**config.mk**
```make
export PLATFORM = sky130hd
export DESIGN_NAME = path_probe_ctrl
export DESIGN_NICKNAME = d
export VERILOG_FILES = /design/src/rtl/path_probe_pkg.sv /design/src/rtl/sat_counter.sv /design/src/rtl/path_probe_ctrl.sv
export SDC_FILE = /design/constraint.sdc
export NUM_CORES = 1
export LEC_CHECK = 0
export CAP_MARGIN = 25
export CELL_PAD_IN_SITES_DETAIL_PLACEMENT = 0
export CELL_PAD_IN_SITES_GLOBAL_PLACEMENT = 1
export CORE_MARGIN = 10
export CORE_UTILIZATION = 43
export CTS_CLUSTER_DIAMETER = 120
export DETAILED_ROUTE_END_ITERATION = 12
export MAX_ROUTING_LAYER = met4
export PLACE_DENSITY_LB_ADDON = 0.1
export RECOVER_POWER = 100
export SLEW_MARGIN = 0
export SYNTH_ARGS = -nofsm -noshare
export SYNTH_HDL_FRONTEND = slang
export SYNTH_SLANG_ARGS = --single-unit
```
**constraint.sdc**
```tcl
create_clock -name clk -period 7 [get_ports clk]
set_input_delay 0.7 -clock clk [delete_from_list [all_inputs] [get_ports clk]]
set_output_delay 0.7 -clock clk [all_outputs]
set_load 0.03 [all_outputs]
```
**src/rtl/path_probe_pkg.sv**
```systemverilog
// Shared types and helpers for the path probe sequencer.
package path_probe_pkg;

   typedef enum logic [2:0] {
      ST_IDLE,
      ST_LAUNCH,
      ST_SETTLE,
      ST_SAMPLE,
      ST_DONE
   } state_t;

   localparam int unsigned MAX_CNT_W = 32;

   // All-ones "no failure seen" marker, truncated by the caller to its count width.
   function automatic logic [MAX_CNT_W-1:0] fail_sentinel(input int unsigned width);
      logic [MAX_CNT_W-1:0] s;
      s = '0;
      for (int unsigned i = 0; i < MAX_CNT_W; i++) begin
         if (i < width) s[i] = 1'b1;
      end
      return s;
   endfunction

endpackage

```
**src/rtl/sat_counter.sv**
```systemverilog
// Up-counter with synchronous clear that sticks at all-ones.
module sat_counter #(
   parameter int unsigned W = 16
) (
   input  logic         clk,
   input  logic         rst,
   input  logic         clr,
   input  logic         inc,
   output logic [W-1:0] count
);

   always_ff @(posedge clk) begin
      if (rst) begin
         count <= '0;
      end else if (clr) begin
         count <= '0;
      end else if (inc && (count != '1)) begin
         count <= count + W'(1);
      end
   end

endmodule

```
**src/rtl/path_probe_ctrl.sv**
```systemverilog
// Launch/settle/sample sequencer for the spy delay path, counting mismatching trials
// and driving the trojan trigger inputs while a run is armed.
module path_probe_ctrl
   import path_probe_pkg::*;
#(
   parameter int unsigned CNT_W  = 16,
   parameter int unsigned WAIT_W = 8,
   parameter bit          INVERT = 1'b1
) (
   input  logic              clk,
   input  logic              rst,
   input  logic              start,
   input  logic              abort,
   input  logic [CNT_W-1:0]  trials,
   input  logic [WAIT_W-1:0] settle_cycles,
   input  logic              arm_ht,
   input  logic              path_out,
   output logic              path_in,
   output logic              ht_in1,
   output logic              ht_in2,
   output logic              busy,
   output logic              done,
   output logic [CNT_W-1:0]  err_count,
   output logic [CNT_W-1:0]  first_fail,
   output logic              pass
);

   localparam logic [CNT_W-1:0] FAIL_NONE = CNT_W'(fail_sentinel(CNT_W));

   state_t            state, state_next;
   logic [CNT_W-1:0]  trials_q, idx_q, idx_inc_c;
   logic [WAIT_W-1:0] settle_q, wait_q;
   logic              arm_q, arm_c, ht_c;
   logic              capture_c, launch_c, settle_c, sample_c, done_c, mismatch_c;

   always_ff @(posedge clk) begin
      if (rst) state <= ST_IDLE;
      else     state <= state_next;
   end

   // Next state and per-state strobes; abort overrides everything outside IDLE.
   always_comb begin
      state_next = state;
      capture_c  = 1'b0;
      launch_c   = 1'b0;
      settle_c   = 1'b0;
      sample_c   = 1'b0;
      done_c     = 1'b0;
      idx_inc_c  = idx_q + CNT_W'(1);
      mismatch_c = path_out != (path_in ^ INVERT);
      case (state)
         ST_IDLE: begin
            if (start && !abort) begin
               capture_c  = 1'b1;
               state_next = (trials == '0) ? ST_DONE : ST_LAUNCH;
            end
         end
         ST_LAUNCH: begin
            launch_c   = 1'b1;
            state_next = ST_SETTLE;
         end
         ST_SETTLE: begin
            settle_c = 1'b1;
            if (wait_q == WAIT_W'(1)) state_next = ST_SAMPLE;
         end
         ST_SAMPLE: begin
            sample_c   = 1'b1;
            state_next = (idx_inc_c == trials_q) ? ST_DONE : ST_LAUNCH;
         end
         ST_DONE: begin
            done_c     = 1'b1;
            state_next = ST_IDLE;
         end
         default: state_next = ST_IDLE;
      endcase
      if (abort && (state != ST_IDLE)) begin
         state_next = ST_IDLE;
         launch_c   = 1'b0;
         settle_c   = 1'b0;
         sample_c   = 1'b0;
         done_c     = 1'b0;
      end
      arm_c = (state == ST_IDLE) ? arm_ht : arm_q;
      ht_c  = arm_c && (state_next inside {ST_LAUNCH, ST_SETTLE, ST_SAMPLE});
   end

   // Captured settings, trial/wait counters and registered outputs.
   always_ff @(posedge clk) begin
      if (rst) begin
         trials_q   <= '0;
         settle_q   <= '0;
         arm_q      <= 1'b0;
         idx_q      <= '0;
         wait_q     <= '0;
         path_in    <= 1'b0;
         ht_in1     <= 1'b0;
         ht_in2     <= 1'b0;
         busy       <= 1'b0;
         done       <= 1'b0;
         first_fail <= FAIL_NONE;
         pass       <= 1'b1;
      end else begin
         done   <= done_c;
         busy   <= (state_next != ST_IDLE) | done_c;
         ht_in1 <= ht_c;
         ht_in2 <= ht_c;
         if (capture_c) begin
            trials_q   <= trials;
            settle_q   <= settle_cycles;
            arm_q      <= arm_ht;
            idx_q      <= '0;
            first_fail <= FAIL_NONE;
         end
         if (launch_c) begin
            path_in <= ~path_in;
            wait_q  <= (settle_q == '0) ? WAIT_W'(1) : settle_q;
         end
         if (settle_c) wait_q <= wait_q - WAIT_W'(1);
         if (sample_c) begin
            idx_q <= idx_inc_c;
            if (mismatch_c && (first_fail == FAIL_NONE)) first_fail <= idx_q;
         end
         if (done_c) pass <= (err_count == '0);
      end
   end

   sat_counter #(.W(CNT_W)) u_err_count (
      .clk   (clk),
      .rst   (rst),
      .clr   (capture_c),
      .inc   (sample_c & mismatch_c),
      .count (err_count)
   );

endmodule
```
# After elaboration in Yosys (flattened, before gate mapping)
# Cells that the tools add are included.
# Widths: inputs -> output; s select.
word_totals:
  in_bits: 30
  elab_cells: 72
  out_inout_bits: 38
  register_bits: 89
op_classes:
  bitwise: 3
  addsub: 3
  n_mux: 25
  n_reduce_logical: 16
  eq_ne: 12
op_table:
  columns: ["op", "n"]
  rows:
  - ["$mux 16", 5]
  - ["$add 16x1->16 const B", 2]
  - ["$logic_not 16->1", 2]
  - ["$mux 8", 3]
  - ["$eq 16x16->1", 1]
  - ["$eq 16x16->1 const B", 1]
  - ["$ne 16x16->1 const B", 1]
  - ["$mux 3", 5]
  - ["$eq 3x2->1 const B", 4]
  - ["$pmux 3 s4", 1]
  - ["$mux 1", 11]
  - ["$reduce_bool 3->1", 3]
  - ["$eq 8x1->1 const B", 1]
  - ["$logic_not 8->1", 1]
  - ["$sub 8x1->8 const B", 1]
  - ["$eq 3x1->1 const B", 2]
  - ["$logic_and 1x1->1", 5]
  - ["$reduce_bool 2->1", 2]
  - ["$eq 3x3->1 const B", 1]
  - ["$logic_not 3->1", 1]
  - ["$reduce_or 2->1", 1]
  - ["$and 1x1->1", 1]
  - ["$logic_not 1->1", 1]
  - ["$ne 1x1->1", 1]
  - ["2 further kinds", 2]

# Logic depth before layout (Yosys ltp)
# Gate-level depths: netlist of the first run.
logic_depth:
  depth_word: 8
  depth_mapped: 9
  depth_no_buf: 7

# By module
# A second synthesis of the first run with hierarchy kept.
unflattened:
  cells_unflattened: 587
  area_unflattened_um2: 4795.8
by_module_without_submodules:
  columns: ["mod", "instances", "area_per_inst_um2", "cells_each", "seq_area_each_um2"]
  rows:
  - ["path_probe_ctrl", 1, 3878.7, 485, 1461.4]
  - ["sat_counter", 1, 917.1, 102, 320.3]

# Least setup slack after synthesis of the first run
# Ideal clock, no wire load.
synth_timing:
  path_kind: "reg-to-reg"
  startpoint: "reg idx_q[1]"
  endpoint: "reg ht_in2"
  setup_slack_ns: 4.793
  path_buffers: 1
  arrival_ns: 2.073
  path_stages_with_launch: 9
  t_required_ns: 6.866
  setup_time_ns: 0.134
  synth_period_minus_slack_ns: 2.207
  path_cell_list: "dfxtp_1 > ha_1 > nand3_1 > clkbuf_1 > nor4_1 > xnor2_1 > o211ai_1 > nor4_2 > o32ai_1"
synth_via:
  elab_chain_cells: 8
  elab_cells_between_ends: 10
  cone_classes: "1 x add/sub; 4 x eq/ne; 3 x mux; 2 x reduce/logical"
synth_rtl:
  columns: ["element", "line", "rtl"]
  rows:
  - ["from (decl)", "path_probe_ctrl.sv:31", "logic [CNT_W-1:0] trials_q, idx_q, idx_inc_c;"]
  - ["from (signal assigned)", "path_probe_ctrl.sv:120", "idx_q <= idx_inc_c;"]
  - ["$add 16x1->16 (*)", "path_probe_ctrl.sv:49", "idx_inc_c = idx_q + CNT_W'(1);"]
  - ["$eq 16x16->1 (*)", "path_probe_ctrl.sv:68", "state_next = (idx_inc_c == trials_q) ? ST_DONE : ST_LAUNCH;"]
  - ["$mux 3 (*)", "path_probe_ctrl.sv:68", null]
  - ["$pmux 3 s4 (*)", "path_probe_ctrl.sv:51", "case (state)"]
  - ["$mux 3 (*)", "path_probe_ctrl.sv:76", "if (abort && (state != ST_IDLE)) begin"]
  - ["$eq 3x1->1 or $eq 3x2->1 (tied branches)", "path_probe_ctrl.sv:84", "ht_c = arm_c && (state_next inside {ST_LAUNCH, ST_SETTLE, ST_SAMPLE});"]
  - ["$reduce_bool 3->1 (*)", "path_probe_ctrl.sv:84", null]
  - ["$logic_and 1x1->1 (*)", "path_probe_ctrl.sv:84", null]
  - ["to (signal assigned)", "path_probe_ctrl.sv:106", "ht_in2 <= ht_c;"]
  - ["to (decl)", "path_probe_ctrl.sv:20", "output logic ht_in2,"]
# Every way passes the cells marked *; elsewhere a longest branch is shown, timed or not.
# A chain may end at the register's enable or synchronous reset.

# Worst setup path after layout of the first run
layout_timing:
  startpoint: "in abort"
  endpoint: "reg idx_q[6]"
layout_via:
  elab_chain_cells: 5
  elab_cells_between_ends: 8
  cone_classes: "4 x mux; 4 x reduce/logical"
layout_rtl:
  columns: ["element", "line", "rtl"]
  rows:
  - ["from (decl)", "path_probe_ctrl.sv:13", "input logic abort,"]
  - ["$logic_not 1->1", "path_probe_ctrl.sv:53", "if (start && !abort) begin"]
  - ["$logic_and 1x1->1", "path_probe_ctrl.sv:53", null]
  - ["$mux 1", "path_probe_ctrl.sv:53", null]
  - ["$mux 1", "path_probe_ctrl.sv:51", null]
  - ["$reduce_bool 2->1 (no source line)", null, null]
# Several ways; a longest one is shown, not always the timed one.

==> results of run 1 <==
placed cells by master, fill, tap and decap left out, types with 11 or more instances in the layout:
master           count
a21oi_1             63
nor3_1              14
nor2_1              69
clkbuf_8            11
o22ai_1             16
o21ai_0             29
nor4_1              15
xnor2_1             14
nand4_1             15
nand2_1             80
dlygate4sd3_1       39
nand3_1             16
nand2b_1            20
clkdlybuf4s50_1     27
xor2_1              19
dfxtp_1             89
worst max-delay path, stage by stage:
cell and delay [ns]:
dlygate4sd3_1 0.61, nor2_1 0.38, and3_1 0.33, clkbuf_1 1.25, nor2_1 0.46, o21ai_0 0.29, a21oi_1 0.09
layer usage:
metal	GRT usage (%)	share of wire, %	vias up
li1	-	-	2146
met1	23.0	48	1980
met2	23.4	44	139
met3	4.36	6.1	8
met4	3.17	0.90	0
met5	-	0	-
flip-flops by register name, indices dropped and copies added (netlist names):
signal,flops
arm_q,1
busy,1
done,1
first_fail,16
ht_in2,1
idx_q,16
pass,1
path_in,1
settle_q,8
state,3
trials_q,16
u_err_count.count,16
wait_q,8
final cells by class:
type | count | share of cell area, %
Clock buffer | 12 | 2.86
Clock inverter | 4 | 1.38
Inverter | 6 | 0.415
Multi-Input combinational cell | 451 | 46.7
Sequential cell | 89 | 32.8
Tap cell | 136 | 3.14
Timing Repair Buffer | 71 | 12.7
power by group through the flow:
stage                     Combinational (uW)  Clock (uW)  Sequential, uW
after floorplan                         55.5           0             535
after global placement                  87.1           0             538
after detailed placement                87.7           0             538
after CTS                               88.2         414             526
after global routing                    96.9         431             528
final                                   86.4         401             526
synth_stat cells, drive strengths merged (3+ instances only):
| cell type | count | share of area [%] |
|---|---|---|
| a31oi | 3 | 0.41 |
| and3 | 9 | 1.2 |
| nor3 | 14 | 1.5 |
| a21oi | 63 | 6.9 |
| inv | 6 | 0.50 |
| nor4 | 15 | 2.2 |
| o21ai | 29 | 3.2 |
| a22o | 3 | 0.58 |
| xnor2 | 14 | 2.7 |
| nand2b | 20 | 2.8 |
| clkbuf | 31 | 2.6 |
| or3 | 10 | 1.4 |
| o22ai | 16 | 2.2 |
| nand3 | 17 | 2.0 |
| and4 | 4 | 0.77 |
| nand2 | 80 | 6.6 |
| nor2b | 7 | 0.96 |
| nor2 | 69 | 5.7 |
| ha | 5 | 1.4 |
| nand4 | 17 | 2.8 |
| xor2 | 19 | 3.7 |
| buf | 13 | 1.9 |
| and2 | 4 | 0.55 |
| dfxtp | 89 | 39 |
stage by stage:
step                      setup slack, ns  total power (uW)  instance area (um2)  std cells
after CTS                            4.13              1030                 5440        769
after floorplan                      4.79               591                 4540        590
final                                3.09              1010                 5420        769
after detailed placement             3.84               626                 5210        753
after global placement               3.95               625                 5210        753
after global routing                 2.72              1060                 5420        769
worst paths after layout:
path                            start  cells past startpoint  slack, ns                       end
max                             abort                      7       3.09     idx_q[6]$_SDFFE_PP0P_
min          settle_q[0]$_SDFFE_PP0P_                      2       0.46  settle_q[0]$_SDFFE_PP0P_
max reg2reg       state[2]$_SDFF_PP0_                      6       3.63     idx_q[6]$_SDFFE_PP0P_
min reg2reg  settle_q[0]$_SDFFE_PP0P_                      2       0.46  settle_q[0]$_SDFFE_PP0P_
kinds of logic after synthesis:
logic type	count (synthesis)	synth area share, %
AND/OR/NAND/NOR	277	30.4
AO/OA/AOI/OAI	134	17.2
flip-flops	89	39.2
buffers and inverters	50	4.93
XOR/XNOR	33	6.36
adder cells (fa/ha/maj)	5	1.38
multiplexers	2	0.468
==> impl_metrics.yaml, run 1 <==
global_route:
  grt_pass1_wl_um: 19800
  grt_usage_pct: 16.5
  antenna_found_initial: 0
  grt_pass1_vias: 3875
  gr-total-overflow: 0
  grt_max_degree: 75
worst_setup_path:
  crit_path_max_fanout: 39
  worstPathRequired_ns: 7.21
  crit_type: "input port to flip-flop"
  startpoint_type: "input port"
  end_kind: "flip-flop"
  arrival_ns: 4.12
cts:
  clock_latency_ns: 0.36
  cts_tree: "built"
  cts_setup_buffers: 0
  hold_buffers: 0
  clkSinkCount: 89
  htree_levels: 3
  clk_pin_slew_ns: 0.09
  clk_path_buf_depth: 2
  cts_root_buffer: "clkbuf_8"
  cts-resized-gates: 0
  cts_buffers: 9
detailed_routing:
  drtPass1Iterations: 5
  viasPerCell: 5.56
  wl_um: 12200
  drtIter0Drc: 346
  wl_per_cell_um: 15.8
  postRouteAntennaNets: 0
  vias: 4273
  drc: 0
logic_synthesis:
  synth_ff_type: "dfxtp_1"
  ys_warn_count: 0
  syn-cell-area_mm2: 0.00454
  synth-async-reset-ratio_pct: 0
  synth_edf_count: 0
  ys_ff_latch: 89
  synthesis.nets: 625
  synth.distinct_cells: 56
  avgSynthCellArea_um2: 7.70
  ys_seq_area_share_pct: 39.2
  synthCells: 590
floorplan:
  core_mm2: 0.0103
  io_pins: 68
  num_rows: 37
  die_h_um: 123
  initial_core_util_pct: 44.0
  dieArea_mm2: 0.0151
  die_x_um: 123
sta:
  hold_viol: 0
  timing.setup.tns_ns: 0
  final-setup-viol-count: 0
  fin_crit_ns: 3.91
  worstMarginPinSlew_ns: 1.70
  finClkSkew_ns: 0.00742
  finalMaxSlewViolations: 40
  rsz0062_at_grt: "no"
  max_slew_margin_pct: -13.5
  period_share_pct: 55.8
  timing.fmax_ghz: 0.256
  holdWs_ns: 0.463
final_layout:
  fill_cells: 1017
  area_delta_synth_final_pct: 19.4
  area.sequential_mm2: 0.00178
  nNetsFinal: 663
  final_util_pct: 52.5
  multi_input_area_mm2: 0.00253
  num_antenna_cells: 0
  drive_gt1_share_pct: 4.27
power:
  swShare_pct: 23.5
  p_clk_share_pct: 39.6
  p_per_area_mw_per_mm2: 187
  leakage_uw: 0.00199
  pwr-share-comb_pct: 8.5
  p_int_uw: 775
  vdd_ir_drop_max_mv: 0.170
  seqPwrFrac_pct: 51.9
  switching_power_uw: 238
min_path:
  hold_class: "flip-flop to flip-flop"
run:
  cap_violations: 1
placed_design:
  io_buffers: 67
  place.gp.congestion: 0.857
  hpwl_um: 8690
outcome:
  status: "finished, violations left"
  violations: "max-capacitance violations, max-slew violations"
No activity file was read; power rests on OpenSTA's default activity.
==> inputs of run 2 (changes only) <==
--- a/config.mk
+++ b/config.mk
@@ -9,7 +9,7 @@
 export CELL_PAD_IN_SITES_DETAIL_PLACEMENT = 0
 export CELL_PAD_IN_SITES_GLOBAL_PLACEMENT = 1
 export CORE_MARGIN = 10
-export CORE_UTILIZATION = 43
+export CORE_UTILIZATION = 36
 export CTS_CLUSTER_DIAMETER = 120
 export DETAILED_ROUTE_END_ITERATION = 12
 export MAX_ROUTING_LAYER = met4
==> constraint.sdc (replaced) <==
create_clock -name clk -period 3.4 [get_ports clk]
set_input_delay 0.34 -clock clk [delete_from_list [all_inputs] [get_ports clk]]
set_output_delay 0.34 -clock clk [all_outputs]
set_load 0.03 [all_outputs]
==> run 2 against run 1 <==
Net effect:
- the flow now finishes without violations
- clock skew is 0.00075 ns lower
- via count is 0.37% lower
- combinational power is 110% higher
- die area is 16% higher
- clock power grew to 2.5 times the previous value
- flip-flop and latch count stayed put
- register-to-register slack worse by 3.0 ns
- critical path depth is 2 lower
- worst setup slack worse by 2.5 ns
==> impl_metrics.yaml, run 2 (synthesis results as in run 1) <==
outcome:
  status: "completed"
floorplan:
  die_x_um: 132
  num_rows: 40
  dieArea_mm2: 0.0175
  die_h_um: 132
  core_mm2: 0.0122
  io_pins: 68
  initial_core_util_pct: 37.4
sta:
  worstMarginPinSlew_ns: 1.41
  setup_slack_ns: 0.600
  timing.setup.tns_ns: 0
  rsz0062_at_grt: "no"
  final-setup-viol-count: 0
  finClkSkew_ns: 0.00667
  period_share_pct: 82.4
  hold_viol: 0
  max_slew_margin_pct: 5.80
  timing.fmax_ghz: 0.357
  finalMaxSlewViolations: 0
  fin_crit_ns: 2.80
placed_design:
  place.gp.congestion: 0.834
  io_buffers: 67
  pre_cts_ws_ns: 0.707
  hpwl_um: 9090
power:
  switching_power_uw: 546
  vdd_ir_drop_max_mv: 0.209
  p_total_uw: 2280
  p_clk_share_pct: 44.3
  p_per_area_mw_per_mm2: 409
  p_int_uw: 1730
  seqPwrFrac_pct: 47.6
  leakage_uw: 0.00205
  pwr-share-comb_pct: 8.1
  swShare_pct: 23.9
cts:
  clock_latency_ns: 0.35
  clkSinkCount: 89
  hold_buffers: 0
  cts_setup_buffers: 0
  cts_buffers: 9
  htree_levels: 3
  cts_root_buffer: "clkbuf_16"
  clk_path_buf_depth: 2
  clk_pin_slew_ns: 0.06
  cts-resized-gates: 0
  cts_tree: "built"
worst_setup_path:
  arrival_ns: 3.08
  critical_path.slowest_cell: "clkbuf_1"
  path_buf_inv: 1
  worstPathRequired_ns: 3.68
  crit_path_max_fanout: 32
  end_kind: "flip-flop"
  crit_type: "flip-flop to flip-flop"
  critical-path-top-delay-family: "buffers and inverters"
  slowest_delay_ns: 1.09
  worstPathCellList: "nor2_1 > and3_1 > clkbuf_1 > nand2_1 > a21oi_1"
  startpoint_type: "flip-flop"
detailed_routing:
  drtIter0Drc: 331
  drc: 0
  viasPerCell: 5.29
  vias: 4257
  postRouteAntennaNets: 0
  drt-met1-wl_um: 6650
  top_layer: "met4"
  met2_length_um: 5320
  wl_per_cell_um: 15.8
  wl_um: 12700
  wl_met3_um: 555
  drtPass1Iterations: 5
final_layout:
  drive_gt1_share_pct: 5.03
  area.sequential_mm2: 0.00178
  area_delta_synth_final_pct: 22.7
  nNetsFinal: 666
  fill_cells: 1237
  num_antenna_cells: 0
  multi_input_area_mm2: 0.00254
  layout_commonest_cell: "dfxtp_1"
  mostFrequentLayoutCells: "89 x dfxtp_1, 80 x nand2_1, 69 x nor2_1"
run:
  cap_violations: 0
global_route:
  grt_pass1_vias: 3928
  antenna_found_initial: 0
  grt_max_degree: 59
  grt_usage_pct: 14.7
  gr-total-overflow: 0
  grt_pass1_wl_um: 20700
min_path:
  hold_class: "input port to flip-flop"
run 2: changes by cell type in the layout (fill, tap and decap cells not counted), sizes merged:
| cell | change |
|---|---|
| buf | +4 |
| bufinv | -1 |
| clkbuf | -2 |
| clkdlybuf4s50 | +1 |
| clkinv | +2 |
| dlygate4sd3 | -1 |
run 2: path summary, 6_finish.rpt:
path | from | to | slack, ns | cells after the start
hold reg to reg | arm_q$_SDFFE_PP0P_ | arm_q$_SDFFE_PP0P_ | 0.45 | 2
setup / recovery | state[0]$_SDFF_PP0_ | trials_q[1]$_SDFFE_PP0P_ | 0.60 | 5
setup reg to reg | state[0]$_SDFF_PP0_ | trials_q[1]$_SDFFE_PP0P_ | 0.60 | 5
hold / removal | rst | settle_q[5]$_SDFFE_PP0P_ | 0.31 | 2
run 2: power groups by stage:
stage	clock network [uW]	logic (uW)	registers, uW
floorplan	0	114	1100
global placement	0	183	1110
detailed placement	0	184	1110
CTS	1040	185	1080
global route	1070	207	1090
finish	1010	185	1080
run 2: cell type report:
class	count	share of cell area, %
sequential	89	31.9
clock inverter	5	0.987
clock buffer	11	4.35
inverter	6	0.404
tap	168	3.77
multi-input combinational	451	45.5
timing repair buffer	74	13.0
run 2: layer usage:
metal	vias up	track usage (%)
met5	-	-
met4	0	5.56
met3	14	2.71
met2	116	20.0
met1	1958	20.8
li1	2169	-
run 2: stage by stage:
stage / std cells / util (%) / area [um2] / hold slack, ns
after CTS: 803 / 45.7 / 5560 / 0.456
final: 804 / 45.9 / 5580 / 0.309
after detailed placement: 787 / 43.3 / 5260 / 0.447
after global routing: 804 / 45.9 / 5580 / 0.324
after global placement: 787 / 43.3 / 5260 / 0.441
after floorplan: 590 / - / 4540 / 0.436
==> inputs of run 3 (changes only) <==
--- a/config.mk
+++ b/config.mk
@@ -9,7 +9,7 @@
 export CELL_PAD_IN_SITES_DETAIL_PLACEMENT = 0
 export CELL_PAD_IN_SITES_GLOBAL_PLACEMENT = 1
 export CORE_MARGIN = 10
-export CORE_UTILIZATION = 36
+export CORE_UTILIZATION = 40
 export CTS_CLUSTER_DIAMETER = 120
 export DETAILED_ROUTE_END_ITERATION = 12
 export MAX_ROUTING_LAYER = met4
==> constraint.sdc (replaced) <==
create_clock -name clk -period 2.84 [get_ports clk]
set_input_delay 0.284 -clock clk [delete_from_list [all_inputs] [get_ports clk]]
set_output_delay 0.284 -clock clk [all_outputs]
set_load 0.03 [all_outputs]
==> run 3 against run 2 <==
Net effect:
- clock-buffer cell count grew 1
- power grew 29%
- critical path depth grew 2
- highest routed layer unchanged
- final area grew 1.0%
- critical path type unchanged
- worst hold slack gained 0.14 ns
- routed wire length shrank 0.98%
- first-iteration DRC count grew 21%
- global-route usage grew 1.3 points
- combinational power grew 19%
- worst setup slack lost 0.32 ns
==> impl_metrics.yaml, run 3 (synthesis results as in run 1) <==
outcome:
  status: "completed"
global_route:
  grt_use_met1_pct: 23.0
  grt_max_degree: 41
  grt_pass1_vias: 4005
  use_met2_pct: 21.2
  grt_usage_pct: 15.9
  antenna_found_initial: 0
  gr-total-overflow: 0
  grt.busiest_layer: "met1"
  grt_pass1_wl_um: 21000
  grtUsageMet3_pct: 3.87
cts:
  clk_pin_slew_ns: 0.07
  cts_root_buffer: "clkbuf_16"
  cts_tree: "built"
  htree_levels: 3
  cts_buffers: 9
  clkSinkCount: 89
  hold_buffers: 0
  clk_path_buf_depth: 2
  cts_setup_buffers: 0
  clock_latency_ns: 0.34
  cts-resized-gates: 0
detailed_routing:
  viasPerCell: 5.46
  vias: 4270
  drtPass1Iterations: 5
  drc: 0
  wl_per_cell_um: 16.1
  wl_um: 12600
  postRouteAntennaNets: 0
  drtIter0Drc: 402
sta:
  timing.fmax_ghz: 0.390
  finalMaxSlewViolations: 0
  timing.setup.tns_ns: 0
  finClkSkew_ns: 0.00811
  rsz0062_at_grt: "no"
  fin_crit_ns: 2.56
  max_slew_margin_pct: 19.7
  period_share_pct: 90.2
  worstMarginPinSlew_ns: 1.20
  final-setup-viol-count: 0
  hold_viol: 0
power:
  vdd_ir_drop_max_mv: 0.358
  leakage_uw: 0.00210
  p_per_area_mw_per_mm2: 522
floorplan:
  dieArea_mm2: 0.0160
  die_h_um: 127
  num_rows: 38
  die_x_um: 127
  io_pins: 68
  initial_core_util_pct: 41.4
  core_mm2: 0.0110
worst_setup_path:
  arrival_ns: 2.77
  crit_path_max_fanout: 7
  worstPathRequired_ns: 3.05
  startpoint_type: "flip-flop"
  crit_type: "flip-flop to flip-flop"
  end_kind: "flip-flop"
final_layout:
  area_delta_synth_final_pct: 24.0
  fill_cells: 1112
  drive_gt1_share_pct: 5.76
  layout_commonest_cell: "dfxtp_1"
  num_antenna_cells: 0
  final_util_pct: 51.3
  nNetsFinal: 672
  mostFrequentLayoutCells: "89 x dfxtp_1, 80 x nand2_1, 69 x nor2_1"
run:
  cap_violations: 0
placed_design:
  io_buffers: 67
  hpwl_um: 9150
  place.gp.congestion: 0.848
min_path:
  hold_class: "input port to flip-flop"
## run 3: per-stage QoR
stage	total power, uW	hold WS [ns]	instances	cell area (um2)	setup slack (ns)
2_1_floorplan	1460	0.420	590	4540	0.633
3_3_place_gp	1550	0.447	766	5280	0.379
3_5_place_dp	1550	0.454	766	5280	0.297
4_1_cts	2980	0.447	782	5640	0.276
5_1_grt	3060	0.492	782	5630	0.0842
6_report	2940	0.454	782	5630	0.279
## run 3: final cells by class
class                           instances  area, um2  area share, %
Clock inverter                          4       97.6           1.73
Sequential cell                        89       1780           31.6
Clock buffer                           12        267           4.73
Multi-Input combinational cell        451       2540           45.0
Inverter                                6       22.5          0.400
Tap cell                              140        175           3.11
Timing Repair Buffer                   80        752           13.3
## run 3: report_power, final
part           switching, uW  leakage, uW  internal (uW)  total, uW
logic                    121      0.00120           99.8        221
registers               25.7     0.000721           1270       1300
clock network            489     0.000175            932       1420
total                    636      0.00210           2300       2940
## run 3: layer usage
layer / vias up / wire length, um / share of wire, %
li1: 2169 / - / -
met1: 1984 / 6750 / 54
met2: 106 / 5110 / 41
met3: 11 / 606 / 4.8
met4: 0 / 118 / 0.94
met5: - / 0 / 0
## run 3: final timing paths
path	from	to	slack, ns	depth (start not counted)
setup / recovery	idx_q[1]$_SDFFE_PP0P_	state[0]$_SDFF_PP0_	0.28	7
hold / removal	rst	state[1]$_SDFF_PP0_	0.45	2
setup reg to reg	idx_q[1]$_SDFFE_PP0P_	state[0]$_SDFF_PP0_	0.28	7
hold reg to reg	settle_q[0]$_SDFFE_PP0P_	settle_q[0]$_SDFFE_PP0P_	0.46	2
## run 3: worst max-delay path: stages, from the launching register on
cell      delay, ns
dfxtp_1        0.46
ha_1           0.35
nand3_1        0.22
nor4_1         0.53
xnor2_1        0.18
o211ai_1       0.12
nor4_2         0.43
o21ai_0        0.14
